## src/rtl/pipe_pkg.sv

```systemverilog
// Shared pipeline definitions: ALU opcodes, forward-select codes,
// the ID/EX control bundle, its bubble value and the forward-pick rule.
package pipe_pkg;

    localparam logic [3:0] ALU_AND = 4'b0000;
    localparam logic [3:0] ALU_OR  = 4'b0001;
    localparam logic [3:0] ALU_ADD = 4'b0010;
    localparam logic [3:0] ALU_XOR = 4'b0011;
    localparam logic [3:0] ALU_SUB = 4'b0110;
    localparam logic [3:0] ALU_SLT = 4'b0111;
    localparam logic [3:0] ALU_NOR = 4'b1100;

    typedef enum logic [1:0] {
        FWD_REG   = 2'b00,
        FWD_MEMWB = 2'b01,
        FWD_EXMEM = 2'b10
    } fwd_sel_e;

    typedef struct packed {
        logic       valid;
        logic       reg_write;
        logic       mem_read;
        logic       mem_write;
        logic       mem_to_reg;
        logic       branch;
        logic       alu_src;
        logic [3:0] alu_cntrl;
    } ctrl_t;

    localparam ctrl_t BUBBLE_CTRL = '{
        valid:      1'b0,
        reg_write:  1'b0,
        mem_read:   1'b0,
        mem_write:  1'b0,
        mem_to_reg: 1'b0,
        branch:     1'b0,
        alu_src:    1'b0,
        alu_cntrl:  ALU_ADD
    };

    // EX/MEM is the younger producer, so it wins; x0 is hardwired zero.
    function automatic fwd_sel_e fwd_pick(
        input logic [4:0] rs,
        input logic       exmem_reg_write,
        input logic [4:0] exmem_rd,
        input logic       memwb_reg_write,
        input logic [4:0] memwb_rd
    );
        if (exmem_reg_write && exmem_rd != 5'd0 && exmem_rd == rs)
            return FWD_EXMEM;
        if (memwb_reg_write && memwb_rd != 5'd0 && memwb_rd == rs)
            return FWD_MEMWB;
        return FWD_REG;
    endfunction

endpackage

```

## src/rtl/forward_unit.sv

```systemverilog
// Combinational forward-select for two source registers.
// Ports: rs1/rs2 addresses, EX/MEM and MEM/WB write-back info -> fwd1/fwd2.
module forward_unit
    import pipe_pkg::*;
(
    input  logic [4:0] rs1,
    input  logic [4:0] rs2,
    input  logic       exmem_reg_write,
    input  logic [4:0] exmem_rd,
    input  logic       memwb_reg_write,
    input  logic [4:0] memwb_rd,
    output fwd_sel_e   fwd1,
    output fwd_sel_e   fwd2
);

    assign fwd1 = fwd_pick(rs1, exmem_reg_write, exmem_rd,
                           memwb_reg_write, memwb_rd);
    assign fwd2 = fwd_pick(rs2, exmem_reg_write, exmem_rd,
                           memwb_reg_write, memwb_rd);

endmodule

```

## src/rtl/ex_operand_stage.sv

```systemverilog
// ID/EX register with operand forwarding and load-use hazard detection.
// Ports: id_* decoded fields in, stall/flush, EX/MEM + MEM/WB forward
// sources in; ALU operands, store data, EX control and hazard_stall out.
module ex_operand_stage
    import pipe_pkg::*;
#(
    parameter int WIDTH = 32
) (
    input  logic             clk,
    input  logic             rst,
    input  logic             id_valid,
    input  logic [WIDTH-1:0] id_rs1_data,
    input  logic [WIDTH-1:0] id_rs2_data,
    input  logic [WIDTH-1:0] id_imm,
    input  logic [4:0]       id_rs1_addr,
    input  logic [4:0]       id_rs2_addr,
    input  logic [4:0]       id_rd_addr,
    input  logic [3:0]       id_alu_cntrl,
    input  logic             id_alu_src,
    input  logic             id_reg_write,
    input  logic             id_mem_read,
    input  logic             id_mem_write,
    input  logic             id_mem_to_reg,
    input  logic             id_branch,
    input  logic             stall,
    input  logic             flush,
    input  logic             exmem_reg_write,
    input  logic [4:0]       exmem_rd,
    input  logic [WIDTH-1:0] exmem_result,
    input  logic             memwb_reg_write,
    input  logic [4:0]       memwb_rd,
    input  logic [WIDTH-1:0] memwb_result,
    output logic             ex_valid,
    output logic [3:0]       alu_cntrl,
    output logic [WIDTH-1:0] alu_in1,
    output logic [WIDTH-1:0] alu_in2,
    output logic [WIDTH-1:0] ex_store_data,
    output logic [4:0]       ex_rd,
    output logic             ex_reg_write,
    output logic             ex_mem_read,
    output logic             ex_mem_write,
    output logic             ex_mem_to_reg,
    output logic             ex_branch,
    output logic             hazard_stall
);

    ctrl_t            ctrl_q;
    ctrl_t            id_ctrl;
    logic [WIDTH-1:0] rs1_data_q;
    logic [WIDTH-1:0] rs2_data_q;
    logic [WIDTH-1:0] imm_q;
    logic [4:0]       rs1_addr_q;
    logic [4:0]       rs2_addr_q;
    logic [4:0]       rd_q;
    fwd_sel_e         fwd1;
    fwd_sel_e         fwd2;
    logic [WIDTH-1:0] rs1_fwd;
    logic [WIDTH-1:0] rs2_fwd;

    always_comb begin
        id_ctrl = '{
            valid:      id_valid,
            reg_write:  id_reg_write,
            mem_read:   id_mem_read,
            mem_write:  id_mem_write,
            mem_to_reg: id_mem_to_reg,
            branch:     id_branch,
            alu_src:    id_alu_src,
            alu_cntrl:  id_alu_cntrl
        };
    end

    // rs2 is compared even for I-type; a spurious stall costs one cycle.
    assign hazard_stall = ctrl_q.valid & ctrl_q.mem_read
                        & (rd_q != 5'd0) & id_valid
                        & ((rd_q == id_rs1_addr) | (rd_q == id_rs2_addr));

    // Bubbles also zero the rs addresses so no forwarding can match them.
    always_ff @(posedge clk or posedge rst) begin
        if (rst) begin
            ctrl_q     <= BUBBLE_CTRL;
            rs1_data_q <= '0;
            rs2_data_q <= '0;
            imm_q      <= '0;
            rs1_addr_q <= '0;
            rs2_addr_q <= '0;
            rd_q       <= '0;
        end else if (flush || (!stall && hazard_stall)) begin
            ctrl_q     <= BUBBLE_CTRL;
            rs1_data_q <= '0;
            rs2_data_q <= '0;
            imm_q      <= '0;
            rs1_addr_q <= '0;
            rs2_addr_q <= '0;
            rd_q       <= '0;
        end else if (!stall) begin
            ctrl_q     <= id_ctrl;
            rs1_data_q <= id_rs1_data;
            rs2_data_q <= id_rs2_data;
            imm_q      <= id_imm;
            rs1_addr_q <= id_rs1_addr;
            rs2_addr_q <= id_rs2_addr;
            rd_q       <= id_rd_addr;
        end
    end

    forward_unit u_fwd (
        .rs1             (rs1_addr_q),
        .rs2             (rs2_addr_q),
        .exmem_reg_write (exmem_reg_write),
        .exmem_rd        (exmem_rd),
        .memwb_reg_write (memwb_reg_write),
        .memwb_rd        (memwb_rd),
        .fwd1            (fwd1),
        .fwd2            (fwd2)
    );

    always_comb begin
        rs1_fwd = rs1_data_q;
        unique case (fwd1)
            FWD_EXMEM: rs1_fwd = exmem_result;
            FWD_MEMWB: rs1_fwd = memwb_result;
            default:   rs1_fwd = rs1_data_q;
        endcase
    end

    always_comb begin
        rs2_fwd = rs2_data_q;
        unique case (fwd2)
            FWD_EXMEM: rs2_fwd = exmem_result;
            FWD_MEMWB: rs2_fwd = memwb_result;
            default:   rs2_fwd = rs2_data_q;
        endcase
    end

    assign alu_in1       = rs1_fwd;
    assign alu_in2       = ctrl_q.alu_src ? imm_q : rs2_fwd;
    assign ex_store_data = rs2_fwd;
    assign ex_valid      = ctrl_q.valid;
    assign alu_cntrl     = ctrl_q.alu_cntrl;
    assign ex_rd         = rd_q;
    assign ex_reg_write  = ctrl_q.reg_write;
    assign ex_mem_read   = ctrl_q.mem_read;
    assign ex_mem_write  = ctrl_q.mem_write;
    assign ex_mem_to_reg = ctrl_q.mem_to_reg;
    assign ex_branch     = ctrl_q.branch;

endmodule

```

## config.mk

```make
export PLATFORM = sky130hd
export DESIGN_NAME = ex_operand_stage
export DESIGN_NICKNAME = d
export VERILOG_FILES = /design/src/rtl/pipe_pkg.sv /design/src/rtl/forward_unit.sv /design/src/rtl/ex_operand_stage.sv
export SDC_FILE = /design/constraint.sdc
export NUM_CORES = 1
export LEC_CHECK = 0
export CAP_MARGIN = 20
export CORE_ASPECT_RATIO = 1.5
export CORE_MARGIN = 8
export CORE_UTILIZATION = 45
export CTS_BUF_LIST = sky130_fd_sc_hd__clkbuf_4
export CTS_CLUSTER_SIZE = 10
export DETAILED_ROUTE_END_ITERATION = 8
export HOLD_SLACK_MARGIN = 0.03
export PLACE_DENSITY = 0.82
export SKIP_LAST_GASP = 1
export SYNTH_ARGS = -nofsm -noshare
export SYNTH_HDL_FRONTEND = slang
export SYNTH_HIERARCHICAL = 1
export SYNTH_SLANG_ARGS = --single-unit
```

## constraint.sdc

```tcl
create_clock -name clk -period 11 [get_ports clk]
set_input_delay 2.2 -clock clk [delete_from_list [all_inputs] [get_ports clk]]
set_output_delay 2.2 -clock clk [all_outputs]
set_load 0.05 [all_outputs]
```

After elaboration in Yosys (flattened, before gate mapping) --
Cells that the tools add are included.
Word-level totals: bits in registers 122, word-level logic and storage cells 73, bits of input ports 202, output and inout port bits 112
Cells by class: reductions and logical operators 12, bitwise operators 5, muxes and demuxes 31, eq/ne operators 11
Operators by type and width (number):
- $mux W32 | 7
- $pmux W32 S2 | 2
- $eq A5 B5 Y1 | 6
- $mux W5 | 6
- $mux W11 | 2
- $mux W2 | 8
- $reduce_bool A5 Y1 | 3
- $logic_and A1 B1 Y1 | 7
- $mux W1 | 6
- $and A1 B1 Y1 | 4
- $eq A2 B1 Y1 const B | 2
- $eq A2 B2 Y1 const B | 2
- $ne A2 B1 Y1 const B | 1
- $logic_not A1 Y1 | 1
- $logic_or A1 B1 Y1 | 1
- $or A1 B1 Y1 | 1

Depth between registers and ports, before layout --
Gate-level depths: netlist (run 1).
word-level depth 10, depth in mapped cells 11, mapped depth without buffers 9

Modules after synthesis --
Netlist (run 1), hierarchy kept.
Modules (own cells, without submodules):
- ex_operand_stage | cells each 955, area an instance 7754.9 um^2, times used 1, sequential area each 3054.2 um^2
- forward_unit | cells each 34, area an instance 270.3 um^2, times used 1, sequential area each 0.0 um^2

Worst setup path before layout (run 1) --
OpenSTA, ideal clock, no wires.
kind input port to output port, from in exmem_rd[1], to out alu_in2[23], arrival time 5.664 ns, data required time 8.800 ns, stages on the path 10, setup slack 3.136 ns, cells stage by stage or4_1 o21ai_2 nor4_1 nor4_2 inv_1 ha_1 clkbuf_1 clkbuf_1 o21ai_0 mux2_2
On the way: longest elaborated chain between the ends 8, elaborated cells between the ends (all ways) 10
Ends and longest elaborated chain:
- start: declaration | line ex_operand_stage.sv:28 | input logic [4:0] exmem_rd,
- $reduce_bool A5 Y1 | line pipe_pkg.sv:49 | if (exmem_reg_write && exmem_rd != 5'd0 && exmem_rd == rs)
- $logic_and A1 B1 Y1 | line pipe_pkg.sv:49
- $logic_and A1 B1 Y1 (*) | line pipe_pkg.sv:49
- $mux W1 (*) | line pipe_pkg.sv:49
- $mux W2 (*) | line pipe_pkg.sv:51 | if (memwb_reg_write && memwb_rd != 5'd0 && memwb_rd == rs)
- net fwd2[1] | line ex_operand_stage.sv:56 | fwd_sel_e fwd2;
- $eq A2 B1 Y1 or $eq A2 B2 Y1 (tied branches) | line ex_operand_stage.sv:129 | unique case (fwd2)
- $pmux W32 S2 (*) | line ex_operand_stage.sv:129
- net ex_store_data[23] | line ex_operand_stage.sv:37 | output logic [WIDTH-1:0] ex_store_data,
- $mux W32 (*) | line ex_operand_stage.sv:137 | assign alu_in2 = ctrl_q.alu_src ? imm_q : rs2_fwd;
- end: declaration | line ex_operand_stage.sv:36 | output logic [WIDTH-1:0] alu_in2,
Mark *: on every way through the listed nets, which the timed path passes. The rest lies on a longest branch.

Worst setup path in the final report (run 1) --
from in exmem_rd[1], to out alu_in2[0]
On the way: longest elaborated chain between the ends 8, elaborated cells between the ends (all ways) 10
Ends and longest elaborated chain (line):
- $reduce_bool A5 Y1 | pipe_pkg.sv:49
- $logic_and A1 B1 Y1 | pipe_pkg.sv:49
- $logic_and A1 B1 Y1 (*) | pipe_pkg.sv:49
- $mux W1 (*) | pipe_pkg.sv:49
- $mux W2 (*) | pipe_pkg.sv:51
- net fwd2[1] | ex_operand_stage.sv:56
- $eq A2 B1 Y1 or $eq A2 B2 Y1 (tied branches) | ex_operand_stage.sv:129
- $pmux W32 S2 (*) | ex_operand_stage.sv:129
- $mux W32 (*) | ex_operand_stage.sv:137
Marked as above.

==> summary.md, run 1 <==
| Metric | Value |
|---|---|
| Status | complete, no violations |
| PwrDens | 128.2 nW/um2 |
| Combinational power share | between 40 and 50% |
| Core Rows | 60 |
| Synth-to-Final Area Change | 41.68% |
| H-tree depth | 4 |
| Overflow left after global routing | 0 |
| Gpl congestion | 0.8971 |
| Synth Area in Compound Gates | 26.07% |
| Switching pwr | a little over 600 uW |
| Final nets | 1427 |
| Worst vdd ir | a little under 0.08 mV |
| RR Startpoint | ex_rd[1] |
| Final wirelength | roughly 34000 um |
| Primary FF master, synth | dfrtp_1 |
| Sequential share of power | 36.7% |
| Crit. End Element | output pin |
| Post-synth EDFFs | 0 |
| Final setup viols | 0 |
| Met1 Use GR | 34.68% |
| I/O pins | 314 |
| GR Util met3 | between 5 and 6% |
| Yosys reg bits | approximately 120 |
| 1st-iter DRT viols | approximately 900 |
| Die height | between 150 and 200 um |
| Hold crit path type | flop to flop |
| CTS resizes | 0 |
| Synth top cells by count | nand2_1, dfrtp_1, nand3_1 |
| Leading area contributor after synthesis | dfrtp_1 |
| Crit path launch type | input port |
| CTS tree | done |
| Post-Syn Area | about 8000 um2 |
| Async SR Flop Fraction | between 90% and 100% |
| Max FO, Critical Path | 64 |
| Core area | 17720 um2 |
| Clk Latency, worst-skew pair | 530 ps |
| First-pass GRT wire length | roughly 50000 um |
| P_int | around 840 uW |
| Final Critical Period | around 8600 ps |
| Postcts setup bufs | 0 |
| Fin. max-slew vios | 0 |
| CTS sink cnt | between 100 and 150 |
| Area contributors post-synth | dfrtp_1, nand2_1, o221ai_1 |
| Mux contribution to synthesized area | 4.490% |
| Sw frac | 42.34% |
| Worst EP arrival | 6400 ps |
| Initial core utilization | between 40 and 50% |
| Top-area cell type share of the netlist area | between 30% and 40% |
| Die Span X | 125.0 um |
| RSZ-0062 raised after global routing | false |
| Vias in the first global route | 8893 |
| Synthesized net count | between 1000 and 1500 |
| Clock root buffer | clkbuf_4 |
| Clock share of power | around 22% |
| Count leader, synth | nand2_1 |
| Pin count of the biggest net entering global routing | 97 |
| Largest regs | imm_q x32, rs1_data_q x32, rs2_data_q x32 |
| Multi-input logic area | approximately 4400 um2 |
| Sequential share of the synthesized area | around two fifths |
| Leak Pwr | between 0.004 and 0.005 uW |
| Initial DRT Pass Iterations | 6 |
| Final cell count without fillers | 1456 |
| Initial antenna violation count | 5 |
| Via count | between 9000 and 10000 |
| TNS Setup | 0 ps |
| Synth Area in Simple Gates | around 20% |
| Layout cell share with drive strength beyond 1 | 7.455% |
| Worst slew margin | 29.89% |
| CTS Buf Count | 17 |
| Clock buffer depth | 2 |
| Setup WS post-layout | between 2000 and 2500 ps |
| Main combinational cell family by area after synthesis | compound AO/OA/AOI/OAI gates |
| Drt via density | between 6 and 7 |
| Final hold violations | 0 |
| Post-Synth Adder-Cell Area | less than 1% |
| Yosys cell types | 34 |
| IO buf count | ~310 |
| Crit path launch | exmem_rd[1] |
| GR peak layer | met2 |
| Tcrit/Tclk final | about four fifths |
| Clock transition at path regs | between 100 and 150 ps |
| Post-Synth XOR/XNOR Area | about 3.3% |
| Cells after DPL | about 1400 |
| Synth Instances | 989 |
| Clock skew | approximately 40 ps |
| Synth Area per Inst | roughly 8.1 um2 |
| Dpl ws | ~2400 ps |
| Yosys warns | 6 |
| Post-CTS Hold Buffers | 0 |
| Max_cap viols | 0 |
| Hold wc startpoint | imm_q[5] |
| Peak Freq | 116.2 MHz |
| Hpwl dp | ~23000 um |
| Post-route antenna net violation count | 0 |
| Slew @ Worst Pin | 1052 ps |
| FF+latch area | approximately 3100 um2 |
| Setup CP Type | input port to output pin |
| Worst endpoint required time | 8800 ps |
| Routing usage on met2 | 48.27% |
| Residual DRC | 0 |
| Full die area | 22450 um2 |
| Overall routing resource usage | about 29% |
| Fillers | around 1600 |
| Wire length per cell | ~23 um |
## power by group through the flow
stage,Sequential (uW),Clock [uW],Combinational [uW]
floorplan,539,0,354
global placement,541,0,585
detailed placement,542,0,592
CTS,534,330,594
global route,539,350,629
finish,535,327,596
## area by class of cell
| class | instances | area share [%] |
|---|---|---|
| Sequential cell | 122 | 26.86 |
| Antenna cell | 5 | 0.1100 |
| Inverter | 15 | 0.5172 |
| Timing Repair Buffer | 327 | 28.72 |
| Clock inverter | 15 | 1.255 |
| Multi-Input combinational cell | 738 | 39.02 |
| Tap cell | 217 | 2.388 |
| Clock buffer | 17 | 1.122 |
## metrics by stage
stage | total power, uW | util (%) | hold slack (ps) | instance area [um2]
floorplan | 892.9 | - | 455.2 | 8025
global placement | 1126 | 62.31 | 472.3 | 11040
detailed placement | 1135 | 62.31 | 480.8 | 11040
CTS | 1458 | 63.83 | 507.7 | 11310
global route | 1518 | 64.17 | 525.6 | 11370
finish | 1457 | 64.17 | 506.6 | 11370
## routing by layer
metal  vias up  wire length, um
li1       4111                -
met1      4363            13030
met2       513            16630
met3        69             2605
met4         0             1336
met5         -                0
## cell families after synthesis
group                      Yosys count
AOI/OAI and AO/OA                  286
xor gates and xnor gates            30
adders and majority gates            4
buffers and inverters              129
DFF                                122
muxes                               32
and+or+nand+nor                    386
## cells in the final DEF, fill, tap and decap left out, types with 2 or more instances in the layout
cell / synthesis / final
xnor2_1: 26 / 26
diode_2: 0 / 5
inv_6: 0 / 3
mux2_2: 32 / 32
clkinv_2: 0 / 3
clkbuf_4: 0 / 17
buf_4: 4 / 14
o221ai_1: 89 / 89
nand4_1: 2 / 2
or4_1: 3 / 3
nor4_1: 2 / 2
nor4_2: 2 / 2
inv_8: 0 / 2
ha_2: 0 / 2
nand2_1: 267 / 267
o41ai_1: 10 / 10
nor3_1: 11 / 11
nor2b_1: 3 / 2
o21ai_1: 13 / 13
a22oi_1: 74 / 74
clkinv_4: 0 / 3
a32oi_1: 22 / 22
clkinvlp_4: 0 / 3
inv_1: 15 / 14
o21ai_0: 73 / 73
dfrtp_1: 121 / 121
clkdlybuf4s50_1: 0 / 311
ha_1: 4 / 2
nand3_1: 92 / 92
xor2_1: 4 / 4
## worst max-delay path: stages
cell and delay [ps]:
clkdlybuf4s50_1 480, or4_1 560, o21ai_2 150, nor4_1 110
nor4_2 330, inv_1 80, ha_2 1030, o21ai_0 390
mux2_2 360, clkdlybuf4s50_1 700
## worst paths after layout
check	cells after the start	end	slack, ps
worst max-delay path	10	alu_in2[0]	2400
max in group asynchronous	3	rs1_data_q[5]	7410
worst min-delay path	2	imm_q[5]	510
worst max register to register	6	rs1_data_q[16]	7870
min in group asynchronous	2	ex_branch	2110
worst min register to register	2	imm_q[5]	510
No activity file was read; power rests on OpenSTA's default activity.
==> run 2, diff against run 1 <==
CORE_UTILIZATION = 41   (was 45)
PLACE_DENSITY = 0.79   (was 0.82)
clock period = 7.45 ns   (was 11 ns; I/O delays follow)
==> summary.md, run 2 (synthesis gave the netlist of run 1 again) <==
| Metric | Value |
|---|---|
| Clock share of power | around a quarter |
| Final cell count without fillers | about 1500 |
| Core Rows | 62 |
| R2r setup slk | 4340 ps |
| Initial DRT Pass Iterations | 7 |
| CTS sink cnt | between 100 and 150 |
| Crit path launch type | input port |
| Design area | approximately 11000 um2 |
| Max_cap viols | 0 |
| TNS Setup | 0 ps |
| Postcts setup bufs | 0 |
| Die Span X | 130.2 um |
| Layout cell share with drive strength beyond 1 | between 10% and 20% |
| Initial antenna violation count | 10 |
| Worst EP arrival | approximately 5400 ps |
| Sw frac | approximately 40% |
| RR Startpoint | ex_rd[1] |
| PwrDens | around 190 nW/um2 |
| Fillers | roughly 1700 |
| Largest regs | imm_q x32, rs1_data_q x32, rs2_data_q x32 |
| Sequential share of power | 36.0% |
| CTS resizes | 0 |
| Hold crit path type | flop to flop |
| Combinational power share | between 40% and 50% |
| R2r endpoint | imm_q[5] |
| Fin. max-slew vios | 0 |
| Final core occ | 59.91% |
| Clock skew | between 20 and 25 ps |
| CTS tree | done |
| Synth-to-Final Area Change | 43.05% |
| Crit. End Element | output pin |
| P_int | approximately 1300 uW |
| Final hold violations | 0 |
| I/O pins | about 310 |
| Gpl congestion | 0.9274 |
| Placement Cell Area | 11150 um2 |
| Status | complete, no violations |
| Hold wc startpoint | imm_q[3] |
| Switching pwr | a little under 900 uW |
| Setup CP Type | input port to output pin |
| Hold EP | imm_q[3] |
| Post-route antenna net violation count | 0 |
| Vias in the first global route | 8840 |
| First-pass GRT wire length | ~51000 um |
| RSZ-0062 raised after global routing | false |
| Worst vdd ir | approximately 0.12 mV |
| Clock root buffer | clkbuf_4 |
| Final wirelength | ~33000 um |
| Tcrit/Tclk final | slightly above 90% |
| Critical path depth | 11 |
| CP bufs+invs | 4 |
| CP cell instances | clkdlybuf4s50_1 -> or4_1 -> o21ai_2 -> nor4_1 -> nor4_2 -> inv_1 -> ha_2 -> buf_4 -> nand2_1 -> o21ai_0 -> clkdlybuf4s50_1 |
| Core area | around 19000 um2 |
| Slew @ Worst Pin | between 900 and 1000 ps |
| Initial core utilization | between 40% and 50% |
| Met1 Use GR | around 30% |
| Overflow left after global routing | 0 |
| Full die area | 24400 um2 |
| Wire length per cell | about 22 um |
| CP most frequent cell | clkdlybuf4s50_1 |
| Commonest non-fill, non-tap cell in the layout | nand2_1 |
| Crit path launch | exmem_rd[1] |
| Max FO, Critical Path | 35 |
| GR Util met3 | 6.792% |
| Die height | between 150 and 200 um |
| Final setup viols | 0 |
| Clock buffer depth | 2 |
| Final nets | roughly 1400 |
| Hold path cells | 2 |
| IO buf count | about 310 |
| Final Critical Period | ~6900 ps |
| CTS Buf Count | 17 |
| CP delay by family, top | buffers and inverters |
| Most frequent cells in the layout | nand2_1, clkdlybuf4s50_1, dfrtp_1 |
| GR peak layer | met2 |
| Residual DRC | 0 |
| Post-CTS Hold Buffers | 0 |
| Hpwl dp | roughly 23000 um |
| Slowest-stage cell, CP | clkdlybuf4s50_1 |
| Peak Freq | roughly 150 MHz |
| Routing usage on met2 | around 45% |
| Drt via density | about 6 |
| Worst endpoint required time | 5960 ps |
| Worst slew margin | a little over a third |
| Worst reg2reg path depth | 6 |
| Via count | ~9000 |
| Pin count of the biggest net entering global routing | 91 |
| H-tree depth | 4 |
| Clk Latency, worst-skew pair | 560 ps |
| Clock transition at path regs | about 120 ps |
| Leak Pwr | between 0.004 and 0.005 uW |
| Overall routing resource usage | a little over a quarter |
| 1st-iter DRT viols | between 900 and 1000 |
| Cells after DPL | 1464 |
| Max incr delay on CP | 860 ps |
run 2: cell count changes in the layout (fill, tap and decap cells not counted), sizes merged, moves of 2 or more:
| cell | previous run | this run |
|---|---|---|
| buf | 16 | 70 |
| bufinv | 1 | 3 |
| clkdlybuf4s50 | 311 | 263 |
| clkinv | 6 | 4 |
| diode | 5 | 8 |
| inv | 20 | 18 |
run 2: metal layers:
metal | part of all wire (%) | up-vias
met5 | 0.075 | -
met2 | 51 | 422
li1 | - | 4119
met3 | 8.6 | 65
met4 | 3.6 | 4
met1 | 37 | 4402
run 2: layout make-up:
type                            count  area (um2)  share of cell area, %
Antenna cell                        8       20.02                 0.1744
Clock buffer                       18       135.1                  1.177
Clock inverter                     13       170.2                  1.482
Inverter                           15       58.81                 0.5123
Multi-Input combinational cell    738        4437                  38.65
Sequential cell                   122        3055                  26.62
Tap cell                          256       320.3                  2.790
Timing Repair Buffer              333        3283                  28.60
run 2: worst register-to-register path, cell delays in order, from the launching register on:
cell and delay [ps]:
dfrtp_1 500, or4_1 600, o2111ai_4 190, buf_4 480, buf_4 840, a32oi_1 300, o21ai_0 120
run 2: stage by stage:
| stage | setup slack [ps] | power, uW | hold WS (ps) |
|---|---|---|---|
| 2_1_floorplan | 1006 | 1318 | 455.2 |
| 3_5_place_dp | 565.2 | 1687 | 484.8 |
| 4_1_cts | 558.7 | 2205 | 511.2 |
| 6_report | 565.5 | 2196 | 514.9 |
| 5_1_grt | 301.1 | 2289 | 535.4 |
| 3_3_place_gp | 674.7 | 1676 | 469.8 |
run 2: power groups by stage:
stage	Combinational, uW	Clock, uW	Sequential (uW)
final	885	521	790
after global routing	934	557	798
after CTS	887	529	789
after detailed placement	885	0	802
after global placement	876	0	800
after floorplan	522	0	796
run 2: worst max-delay path by stage:
stage                                   end
after global placement    ex_store_data[15]
after global routing      ex_store_data[15]
after detailed placement  ex_store_data[15]
final                     ex_store_data[21]
after CTS                 ex_store_data[15]
after floorplan                 alu_in2[23]
==> run 3, diff against run 2 <==
CORE_UTILIZATION = 40   (was 41)
CTS_BUF_LIST = default   (was sky130_fd_sc_hd__clkbuf_4)
PLACE_DENSITY = 0.78   (was 0.79)
SYNTH_HIERARCHICAL = default   (was 1)
==> summary.md, run 3 <==
| Metric | Value |
|---|---|
| Status | complete, no violations |
| Core area | approximately 19000 um2 |
| Layout cell share with drive strength beyond 1 | 11.31% |
| Initial antenna violation count | 12 |
| Core Rows | just over 60 |
| Setup crit end | alu_in2[28] |
| Fillers | between 1500 and 2000 |
| Yosys reg bits | 122 |
| Synth Instances | approximately 890 |
| Residual DRC | 0 |
| Count leader, synth | nand2_1 |
| CTS tree | done |
| Drt via density | between 5 and 6 |
| R2r endpoint | rs2_data_q[30] |
| Switching pwr | roughly 740 uW |
| Most frequent cells in the layout | clkdlybuf4s50_1, nand2_1, dfrtp_1 |
| Final total power | roughly 2200 uW |
| PwrDens | ~190 nW/um2 |
| Hold crit path type | flop to flop |
| Peak Freq | 159.4 MHz |
| TNS Setup | 0 ps |
| Die Span X | between 100 and 150 um |
| Worst reg2reg path depth | 8 |
| Final hold violations | 0 |
| Slew @ Worst Pin | about 1000 ps |
| Primary FF master, synth | dfrtp_1 |
| Combinational power share | between 20% and 30% |
| Crit path launch | exmem_rd[0] |
| R2r setup slk | ~4400 ps |
| Clock share of power | 37.5% |
| P_int | ~1400 uW |
| Die height | between 150 and 200 um |
| Yosys warns | 0 |
| Post-Syn Area | about 7700 um2 |
| Top-area cell type share of the netlist area | a little under 40% |
| Sequential share of power | ~34% |
| Final Critical Period | about 6300 ps |
| Initial core utilization | about two fifths |
| Post-route antenna net violation count | 0 |
| Max_cap viols | 0 |
| 1st-iter DRT viols | 710 |
| Clock buffer depth | 2 |
| Clock root buffer | clkbuf_16 |
| Overflow left after global routing | 0 |
| Largest regs | imm_q x32, rs1_data_q x32, rs2_data_q x32 |
| Clock skew | 12.79 ps |
| Worst vdd ir | 0.1599 mV |
| First-pass GRT wire length | slightly below 50000 um |
| Max FO, Critical Path | 31 |
| Gpl congestion | 0.8738 |
| Setup CP Type | input port to output pin |
| Leak Pwr | between 0.004 and 0.005 uW |
| Final setup viols | 0 |
| Sequential share of the synthesized area | between 30% and 40% |
| Post-synth EDFFs | 0 |
| Area contributors post-synth | dfrtp_1, nand2_1, o22ai_1 |
| Leading area contributor after synthesis | dfrtp_1 |
| CTS Buf Count | 17 |
| Post-CTS Hold Buffers | 0 |
| Final nets | between 1000 and 1500 |
| Fin. max-slew vios | 0 |
| Tcrit/Tclk final | a little over four fifths |
| Initial DRT Pass Iterations | 5 |
| Design area | 11460 um2 |
| Worst slew margin | a little under a third |
| Wire length per cell | approximately 23 um |
| Synth Area per Inst | about 8.6 um2 |
| Overall routing resource usage | between 20% and 30% |
| Async SR Flop Fraction | 100.0% |
| Placement Cell Area | around 11000 um2 |
| Worst endpoint required time | slightly below 6000 ps |
| Commonest non-fill, non-tap cell in the layout | clkdlybuf4s50_1 |
| RSZ-0062 raised after global routing | false |
| Final cell count without fillers | ~1400 |
| Pin count of the biggest net entering global routing | 90 |
| CTS sink cnt | around 120 |
| Postcts setup bufs | 0 |
| Worst EP arrival | roughly 4800 ps |
| Synthesized net count | ~1100 |
| RR Startpoint | ex_rd[0] |
| Clk Latency, worst-skew pair | around 420 ps |
| Synth-to-Final Area Change | 49.66% |
| Synth top cells by count | nand2_1, dfrtp_1, o22ai_1 |
| Final wirelength | 32050 um |
| Cells after DPL | approximately 1400 |
| Via count | between 7000 and 8000 |
| Yosys cell types | 43 |
| Full die area | between 20000 and 25000 um2 |
| Hpwl dp | about 23000 um |
| CTS resizes | 0 |
| Crit. End Element | output pin |
| Final core occ | between 60% and 70% |
| Crit path launch type | input port |
| Sw frac | 34.10% |
| H-tree depth | 4 |
| Vias in the first global route | 8272 |
| Clock transition at path regs | 60 ps |
| I/O pins | ~310 |
| IO buf count | between 300 and 400 |
run 3: cell types whose count changed in the layout (fill, tap and decap cells not counted), moves of 30 or more:
| cell | change |
|---|---|
| nand3_1 | -91 |
| buf_4 | -44 |
| or3_1 | +30 |
| a22oi_1 | -73 |
| o22ai_1 | +103 |
| o221ai_1 | -89 |
| o21ai_0 | -60 |
| mux2i_1 | +32 |
| nand2_1 | -38 |
| o21ai_1 | +32 |
| clkdlybuf4s50_1 | +48 |
run 3: power by group through the flow:
stage / Clock, uW / Sequential, uW / Combinational [uW]
2_1_floorplan: 0 / 741 / 353
3_5_place_dp: 0 / 741 / 628
5_1_grt: 856 / 732 / 662
6_report: 815 / 729 / 629
4_1_cts: 826 / 729 / 629
3_3_place_gp: 0 / 740 / 621
run 3: layout make-up:
class	instances	area, um2	area share, %
repair buffers	329	3281	28.64
clock buffers	18	439.2	3.834
clock inverters	14	137.6	1.201
diodes	9	22.52	0.1966
well taps	256	320.3	2.796
inverters	32	123.9	1.081
flip-flops and latches	122	3054	26.66
multi-input cells	643	4078	35.59
run 3: routing by layer:
layer	track usage, %	vias to the layer above	wire length, um
met5	0	-	81
met4	15.53	14	1307
met3	6.945	79	2401
met2	45.13	382	16510
met1	29.25	3828	11760
li1	-	3666	-
run 3: logic make-up after synthesis:
family | Yosys count | share of synthesized area, %
AO/OA/AOI/OAI | 225 | 21.85
buffers and inverters | 124 | 7.274
XOR/XNOR | 30 | 3.432
flip-flops | 122 | 39.90
multiplexers | 62 | 8.598
AND/OR/NAND/NOR | 326 | 18.94
run 3: worst min-delay path by stage:
stage              startpoint        endpoint  slack [ps]  depth (start not counted)
4_1_cts        rs1_data_q[27]  rs1_data_q[27]         490                          1
5_1_grt        rs1_data_q[29]  rs1_data_q[29]         510                          1
6_report       rs2_data_q[31]  rs2_data_q[31]         490                          1
3_3_place_gp   rs1_data_q[27]  rs1_data_q[27]         470                          1
2_1_floorplan       imm_q[31]       imm_q[31]         460                          1
3_5_place_dp   rs2_data_q[31]  rs2_data_q[31]         480                          1
run 3: critical path, stage by stage:
cell and delay, ps:
clkdlybuf4s50_1 480, or4_4 590, o211ai_4 170, or2_2 170, buf_4 550, a31oi_2 270, mux2_2 340, clkdlybuf4s50_1 710
run 3: stage by stage:
stage / hold WS (ps) / worst slack (ps)
6_report: 493.5 / 1175
3_5_place_dp: 479.9 / 1183
4_1_cts: 494.2 / 1181
3_3_place_gp: 474.5 / 1200
5_1_grt: 507.3 / 1049
2_1_floorplan: 460.3 / 1987
